**config.mk**
```make
export PLATFORM = sky130hd
export DESIGN_NAME = mem_arbiter
export DESIGN_NICKNAME = d
export VERILOG_FILES = /design/src/rtl/mem_arbiter_pkg.sv /design/src/rtl/mem_arb_rr.sv /design/src/rtl/mem_arbiter.sv
export SDC_FILE = /design/constraint.sdc
export NUM_CORES = 1
export LEC_CHECK = 0
export CAP_MARGIN = 10
export CORE_ASPECT_RATIO = 1.5
export CORE_UTILIZATION = 25
export DETAILED_ROUTE_END_ITERATION = 7
export GPL_TIMING_DRIVEN = 1
export SYNTH_ARGS = -nofsm -noshare
export SYNTH_HDL_FRONTEND = slang
export SYNTH_SLANG_ARGS = --single-unit
```
**constraint.sdc**
```tcl
create_clock -name clk -period 2.15 [get_ports clk]
set_input_delay 0.43 -clock clk [delete_from_list [all_inputs] [get_ports clk]]
set_output_delay 0.43 -clock clk [all_outputs]
set_load 0.1 [all_outputs]
```
**src/rtl/mem_arbiter_pkg.sv**
```systemverilog
// mem_arbiter_pkg: FSM encodings, requester ids and address-map defaults shared by the arbiter.
package mem_arbiter_pkg;
  localparam logic [1:0] IDLE  = 2'd0;
  localparam logic [1:0] ISSUE = 2'd1;
  localparam logic [1:0] WAIT  = 2'd2;
  localparam logic [1:0] RESP  = 2'd3;
  localparam logic PORT_IF   = 1'b0;
  localparam logic PORT_DATA = 1'b1;
  localparam int DATA_OFFSET_DEF = 32;
endpackage

```
**src/rtl/mem_arb_rr.sv**
```systemverilog
// mem_arb_rr: 2-way round-robin picker; on contention the port not granted last wins.
module mem_arb_rr
  import mem_arbiter_pkg::*;
(
  input  logic if_req,
  input  logic d_req,
  input  logic last_grant,
  output logic winner,
  output logic any
);
  always_comb begin
    any = if_req | d_req;
    winner = (if_req && d_req) ? ~last_grant : (d_req ? PORT_DATA : PORT_IF);
  end
endmodule

```
**src/rtl/mem_arbiter.sv**
```systemverilog
// mem_arbiter: shares single-port mem between a read-only fetch port and a read/write data port.
// Define MEM_ARB_BOUNDS_EN to reject data-port writes below DATA_OFFSET with d_err.
module mem_arbiter
  import mem_arbiter_pkg::*;
#(
  parameter int AW          = 7,
  parameter int DW          = 64,
  parameter int RD_LAT      = 1,
  parameter int DATA_OFFSET = DATA_OFFSET_DEF
) (
  input  logic          clk,
  input  logic          reset,
  input  logic          if_req,
  input  logic [AW-1:0] if_addr,
  output logic          if_gnt,
  output logic          if_rvalid,
  output logic [DW-1:0] if_rdata,
  input  logic          d_req,
  input  logic          d_we,
  input  logic [AW-1:0] d_addr,
  input  logic [DW-1:0] d_wdata,
  output logic          d_gnt,
  output logic          d_rvalid,
  output logic [DW-1:0] d_rdata,
  output logic          d_err,
  output logic          mem_mode,
  output logic [AW-1:0] mem_addr,
  output logic [DW-1:0] mem_data_in,
  input  logic [DW-1:0] mem_data_out
);
  localparam int CW = RD_LAT > 1 ? $clog2(RD_LAT) : 1;
  localparam logic [AW-1:0] OFFS = AW'(DATA_OFFSET);
`ifdef MEM_ARB_BOUNDS_EN
  localparam bit BOUNDS = 1'b1;
`else
  localparam bit BOUNDS = 1'b0;
`endif
  logic [1:0] state;
  logic [CW-1:0] cnt;
  logic win, last_grant, we, viol, pick, any, pick_we, bad;
  mem_arb_rr u_rr (
    .if_req    (if_req),
    .d_req     (d_req),
    .last_grant(last_grant),
    .winner    (pick),
    .any       (any)
  );
  always_comb begin
    pick_we = (pick == PORT_DATA) && d_we;
    bad = BOUNDS && pick_we && (d_addr < OFFS);
    if_gnt = (state == ISSUE) && (win == PORT_IF);
    d_gnt = (state == ISSUE) && (win == PORT_DATA);
    d_err = (state == ISSUE) && viol;
    mem_mode = (state == ISSUE) && we && !viol;
    if_rvalid = (state == RESP) && (win == PORT_IF);
    d_rvalid = (state == RESP) && (win == PORT_DATA);
  end
  // mem_mode derives from state only, so the async reset kills any write immediately
  always_ff @(posedge clk or negedge reset) begin
    if (!reset) begin
      state <= IDLE;
      win <= PORT_DATA;
      last_grant <= PORT_DATA;
      we <= 1'b0;
      viol <= 1'b0;
      cnt <= '0;
      mem_addr <= '0;
      mem_data_in <= '0;
      if_rdata <= '0;
      d_rdata <= '0;
    end else begin
      case (state)
        IDLE: if (any) begin
          win <= pick;
          we <= pick_we;
          viol <= bad;
          mem_addr <= (pick == PORT_DATA) ? d_addr : if_addr;
          if (pick_we) mem_data_in <= d_wdata;
          state <= ISSUE;
        end
        ISSUE: begin
          last_grant <= win;
          cnt <= CW'(RD_LAT - 1);
          state <= we ? IDLE : WAIT;
        end
        WAIT: if (cnt == '0) begin
          if (win == PORT_DATA) d_rdata <= mem_data_out;
          else if_rdata <= mem_data_out;
          state <= RESP;
        end else cnt <= cnt - 1'b1;
        default: state <= IDLE;
      endcase
    end
  end
endmodule

```
==> Word level (Yosys, flattened, before mapping) <==
Cells that the tools add are included.
{ "op_classes": {"add_sub_neg": 1, "eq_ne": 5, "muxes": 9, "bitwise": 4, "reduce_logical": 14} }
{ "ops": {"columns": ["cell", "count"], "rows": [
  ["AND reduction 3 bit", 3],
  ["logical AND 1 bit", 7],
  ["two-way mux 7 bit", 1],
  ["two-way mux 2 bit", 3],
  ["case mux 2 bit (3 select lines)", 1],
  ["equality test 2 bit (second input constant)", 2],
  ["inequality test 2 bit (second input constant)", 2],
  ["AND reduction 2 bit", 2],
  ["two-way mux 1 bit", 3],
  ["inverter 1 bit", 3],
  ["equality test 2 x 1 -> 1 bit (second input constant)", 1],
  ["logical NOT 2 bit", 1],
  ["case mux 1 bit (2 select lines)", 1],
  ["nonzero test 2 bit", 1],
  ["bitwise OR 1 bit", 1],
  ["subtractor 1 bit (second input constant)", 1]
]} }
{ "totals": {"regBits": 205, "inputBits": 147, "out_inout_bits": 205, "elab_cells": 42} }

==> Logic depth before layout (Yosys ltp) <==
Gate-level depths: netlist (run 1).
{ "depth": {"ltp_word": 4, "ltp_mapped": 6, "depth_no_buf": 3} }

==> By module <==
From an unflattened synthesis (run 1), not the netlist that was laid out.
{ "unflattened": {"cells_unflattened": 464, "hier_area_um2": 7771.2} }
{ "modules_own_cells": {"columns": ["module", "instances", "cells_per_inst", "area_per_inst_um2", "seq_area_each_um2"], "rows": [
  ["mem_arbiter", 1, 462, 7757.4, 5107.4],
  ["mem_arb_rr", 1, 2, 13.8, 0.0]
]} }

==> Least setup slack after synthesis (run 1) <==
OpenSTA, ideal clock, no wires.
{ "synth_path": {"path_kind": "register to output", "start": "register state[1]", "end": "output d_gnt", "t_arrival_ps": 1898, "required_time_ps": 1720, "slack_ps": -178, "stages_incl_launch_ff": 3, "n_path_buf": 0, "path_cell_list": "dfrtp_1 > nand2b_1 > nor2_1"} }
{ "synth_between": {"elab_chain_cells": 2} }
{ "synth_lines": {"columns": ["element", "line_no", "source"], "rows": [
  ["start, declared", "mem_arbiter.sv:38", "logic [1:0] state;"],
  ["start signal, assigned", "mem_arbiter.sv:84", "state <= we ? IDLE : WAIT;"],
  ["equality test 2 x 1 -> 1 bit", "mem_arbiter.sv:52", "d_gnt = (state == ISSUE) && (win == PORT_DATA);"],
  ["logical AND 1 bit", "mem_arbiter.sv:52", null],
  ["end, declared", "mem_arbiter.sv:22", "output logic d_gnt,"]
]} }
No other way between the ends.

==> Worst setup path after layout (run 1) <==
{ "layout_path": {"start": "register state[1]", "end": "output if_gnt"} }
{ "layout_between": {"elab_chain_cells": 2} }
{ "layout_lines": {"columns": ["element", "line_no", "source"], "rows": [
  ["equality test 2 x 1 -> 1 bit", "mem_arbiter.sv:51", "if_gnt = (state == ISSUE) && (win == PORT_IF);"],
  ["logical AND 1 bit", "mem_arbiter.sv:51", null],
  ["end, declared", "mem_arbiter.sv:15", "output logic if_gnt,"]
]} }
No other way between the ends.

==> results of run 1 <==
per-stage QoR:
step / cell area [um2] / instances / setup slack (ns)
after floorplan: 7960 / 465 / -0.161
after global placement: 11500 / 1208 / 0.129
after detailed placement: 11500 / 1208 / 0.114
after CTS: 12200 / 1245 / 0.0344
after global routing: 12200 / 1245 / 0.00425
final: 12200 / 1245 / 0.0970
cells in the mapped netlist (2+ instances only):
library cell | number | area share (%)
mux2_2 | 143 | 20
nor2_2 | 2 | 0.16
buf_4 | 3 | 0.28
and3_1 | 2 | 0.16
o21ai_0 | 3 | 0.19
a21oi_1 | 14 | 0.88
buf_6 | 18 | 2.5
dfrtp_1 | 202 | 63
nor2_1 | 5 | 0.24
mux2i_1 | 7 | 0.88
nand2b_1 | 2 | 0.16
mux2_4 | 49 | 9.2
dfstp_2 | 2 | 0.66
clkbuf_1 | 2 | 0.094
inv_1 | 2 | 0.094
repair_timing:
| item | in CTS | in global routing |
|---|---|---|
| resized for setup | 0 | 1 |
| hold buffers | 1 | 0 |
| setup endpoints to repair | 0 | 1 |
| endpoints found under the hold margin | 30 | 0 |
sequential cells by signal, indices dropped and copies added (netlist names):
register     count
last_grant       1
win              1
mem_addr         7
d_rdata         64
we               1
state            2
if_rdata        64
mem_data_in     64
cell families (layout without fill, tap and decap cells):
group	after synthesis	after routing
and+or+nand+nor	16	16
DFF	204	204
muxes	199	199
buffers and inverters	26	401
other	1	1
AOI/OAI and AO/OA	19	19
layer usage:
metal / global-route usage, % / routed length [um] / share of wire [%]
met1: 13.3 / 7350 / 35
met2: 23.4 / 11300 / 54
met3: 3.07 / 1600 / 7.6
met4: 6.01 / 706 / 3.4
met5: 0 / 0 / 0
cell type report:
cell class                 instances  area [um2]
clock inverter                     6        83.8
tap                              405         507
multi-input combinational        235        2630
inverter                           2        7.51
timing repair buffer             363        3230
fill                            2992       18900
clock buffer                      30         619
sequential                       204        5110
critical path, delay by kind of cell (launching register included):
kind / cells / cell delay (ns)
flops: 1 / 0.44
simple gates: 2 / 0.47
buf+inv: 1 / 0.21
worst max path at each step:
stage,start,endpoint,slack [ns],depth (start not counted)
after floorplan,state[1],if_gnt,-0.16,2
after CTS,state[1],mem_mode,0.03,3
after global placement,d_req,mem_data_in[27],0.13,5
final,state[1],if_gnt,0.1,3
after global routing,state[1],if_gnt,0.004,3
after detailed placement,d_req,mem_data_in[27],0.11,5
==> flow_summary.toml, run 1 <==
[floorplanning]
core_um2 = 31100
ios = 352
rows = 79
dieHeight_um = 221
dieArea_um2 = 32600
start_util_pct = 25.6
die_x_um = 148

[grt]
grt_max_degree = 69
grt_use_total_pct = 12.6
antenna_found_initial = 0
grt_pass1_vias = 5439
grt_first_pass_wirelength_mm = 31.7
grt_overflow_total = 0

[route]
vias = 5134
drt-initial-drc-count = 99
viasPerCell = 4.12
dr.pass1.iters = 4
wire_per_inst_um = 16.8
route.antenna.remaining_nets = 0
wirelength_mm = 20.9
drc = 0

[layout]
layout_commonest_cell = "buf_4"
fin_nets = 974
areaGrowthSynthToFinish_pct = 53.1
drive_above_1_share_pct = 53.7
post-route-util_pct = 39.1
most-common-layout-cells = "buf_4, dfrtp_1, clkdlybuf4s50_1"
antennaDiodeCount = 0

[clock_tree]
cts_made_buffers = 21
clkLatencyLatePin_ns = 0.50
cts_tree = "built"
clk_path_buf_depth = 3
path_clk_slew_ns = 0.06
cts.sinks = 204
cts-root-buf = "clkbuf_16"
cts-htree-levels = 1
cts_setup_buffers = 0

[synthesis]
synth_top_family_by_area = "multiplexers"
synth_compound_area_share_pct = 1.26
syn_nets = 612
synthMuxAreaShare_pct = 30.3
synth_fa_ha_area_share_pct = 0
synth_edf_count = 0
syn_area_um2 = 7960
synth_xor_area_share_pct = 0
synth_simple_gate_area_share_pct = 1.12
ys.flop_type = "dfrtp_1"
avgSynthCellArea_um2 = 17.1
yosysSeqAreaShare_pct = 64.2
synth_warnings = 0
ys_seq_elements = 204
syn_inst = 465
synth_cell_type_count = 24
async_flop_share_pct = 100

[setup_path]
r2r_slack_ns = 0.41
crit_chain = "nand2b_1 -> nor2_1 -> buf_12"
startpoint_type = "register"
end_kind = "primary output"
required_ns = 1.72
path_class = "register to primary output"
reg2reg_depth = 4
cpPeakStageDelay_ns = 0.44
crit_arrival_ns = 1.62
worstPathMaxFanout = 6
cp_slowest_cell = "dfrtp_1"
reg2reg_to = "d_rdata[47]"
r2r_start = "state[0]"

[sta]
post-route-period-util_pct = 95.5
setup-tns-final_ns = 0
fin_crit_ns = 2.05
drv_slew = 0
whs_ns = 0.407
rsz0062_at_grt = "no"
hold_viol = 0
skew_ns = 0.00708
fmax_mhz = 487
finalSetupViolations = 0

[job]
max_cap_violations = 0

[placed_design]
gp_congestion = 0.722
port_buffers = 350
dpl.hpwl_mm = 15.3

[status]
status = "finished, final reports clean"

[min_path]
hold_class = "primary input to asynchronous set/reset pin"
Power of run 1 is left out: the tool's default activity adds up to more than one toggle a clock period on the data nets, which glitch-free logic cannot reach.
==> run 2: changes to the inputs <==
--- a/config.mk
+++ b/config.mk
@@ -6,10 +6,10 @@
 export NUM_CORES = 1
 export LEC_CHECK = 0
 export CAP_MARGIN = 10
-export CORE_ASPECT_RATIO = 1.5
+export CORE_ASPECT_RATIO = 1.1
 export CORE_UTILIZATION = 25
 export DETAILED_ROUTE_END_ITERATION = 7
-export GPL_TIMING_DRIVEN = 1
+export GPL_TIMING_DRIVEN = 0
 export SYNTH_ARGS = -nofsm -noshare
 export SYNTH_HDL_FRONTEND = slang
 export SYNTH_SLANG_ARGS = --single-unit
==> flow_summary.toml, run 2 (same netlist as run 1, synthesis figures left out) <==
[status]
status = "finished, final reports clean"

[route]
viasPerCell = 4.10
dr.pass1.iters = 4
drc = 0
m1WireLength_mm = 8.54
wire_per_inst_um = 17.1
topRoutingLayerUsed = "met4"
route.antenna.remaining_nets = 0
met3_length_mm = 2.42
vias = 5248
drt-initial-drc-count = 173
wirelength_mm = 21.9
dr_wl_met2_mm = 10.6

[sta]
whs_ns = 0.484
finalSetupViolations = 0
relSlewSlack_pct = 37.4
drv_slew = 0
rsz0062_at_grt = "yes"
fin_ws_ns = 0.0594
post-route-period-util_pct = 97.2
fmax_mhz = 478
skew_ns = 0.0108
worstMarginPinSlew_ns = 0.942
hold_viol = 0
fin_crit_ns = 2.09

[setup_path]
critPathTopFamily = "buffers and inverters"
critical_path_buf_inv_count = 1
worstPathMaxFanout = 2
path_class = "register to primary output"
required_ns = 1.72
cpPeakStageDelay_ns = 0.82
reg2reg_depth = 4
end_kind = "primary output"
r2r_start = "state[0]"
cp_slowest_cell = "clkdlybuf4s15_1"
worstSetupEndpoint = "if_rdata[37]"
critical_path_depth = 1
crit_chain = "clkdlybuf4s15_1"
timing.critical_path.from = "if_rdata[37]"
startpoint_type = "register"
r2r_slack_ns = 0.28
crit_arrival_ns = 1.66
reg2reg_to = "if_rdata[5]"

[floorplanning]
start_util_pct = 25.4
core_um2 = 31400
rows = 68
dieHeight_um = 189
ios = 352
dieArea_um2 = 32600
die_x_um = 172

[layout]
regArea_um2 = 5110
drive_above_1_share_pct = 54.5
fillers = 2909
areaGrowthSynthToFinish_pct = 61.7
multi_input_area_um2 = 2620
design_area_um2 = 12900
fin_cells = 1281
most-common-layout-cells = "dfrtp_1, clkdlybuf4s15_2, clkdlybuf4s50_1"
layout_commonest_cell = "dfrtp_1"
antennaDiodeCount = 0
reg.largest.list = "d_rdata: 64 flops, if_rdata: 64 flops, mem_data_in: 64 flops"
fin_nets = 990

[placed_design]
placed_cell_area_um2 = 12000
dpl_worst_slack_ns = -0.298
port_buffers = 350
dp.cells = 1236
dpl.hpwl_mm = 16.0
gp_congestion = 0.680

[clock_tree]
path_clk_slew_ns = 0.06
cts-htree-levels = 1
clkLatencyLatePin_ns = 0.52
cts-root-buf = "clkbuf_16"
cts.sinks = 204
clk_path_buf_depth = 3
cts_tree = "built"
cts_setup_buffers = 0
cts_made_buffers = 24

[job]
max_cap_violations = 0

[grt]
grt_max_degree = 106
grt_first_pass_wirelength_mm = 33.5
antenna_found_initial = 0
grt_pass1_vias = 5600
grt_overflow_total = 0
grt_use_total_pct = 13.4

[min_path]
hold_class = "register to register"
## run 2: final cells by class
type                       count  share of cell area [%]
clock buffer                  32                    5.53
buffer                        24                    1.85
multi-input combinational    235                    20.4
timing repair buffer         352                    27.2
inverter                       2                  0.0583
tap                          420                    4.08
sequential                   204                    39.7
clock inverter                12                    1.27
## run 2: worst register-to-register path, cell delays in order (launching register included)
cell and delay (ns):
dfrtp_1 0.43, nand2b_1 0.23, nor2_4 0.46, buf_6 0.28, mux2_2 0.36
## run 2: per-layer routing
metal,up-vias,GRT usage (%)
met5,-,0
met1,2557,15.4
li1,2403,-
met3,28,5.14
met2,260,23.0
met4,0,3.57
## run 2: worst min path at each step
| stage | from | endpoint | depth (start not counted) |
|---|---|---|---|
| after detailed placement | we | state[1] | 1 |
| after global placement | we | state[1] | 1 |
| after global routing | we | state[1] | 1 |
| final | we | state[1] | 1 |
| after floorplan | reset | d_rdata[0] | 0 |
| after CTS | we | state[1] | 1 |
## run 2: what timing repair did
item	CTS	global route
resized for setup	578	55
setup endpoints to repair	264	52
hold endpoints to repair	65	0
hold buffers	1	0
## run 2: metrics by stage
step           utilization (%)  TNS [ns]
2_1_floorplan                -    -0.323
3_3_place_gp              38.2  -1701.89
3_5_place_dp              38.3     -8.58
4_1_cts                   41.7         0
5_1_grt                   41.0   -0.0239
6_report                  41.0         0
Power of run 2 is left out for the same reason.
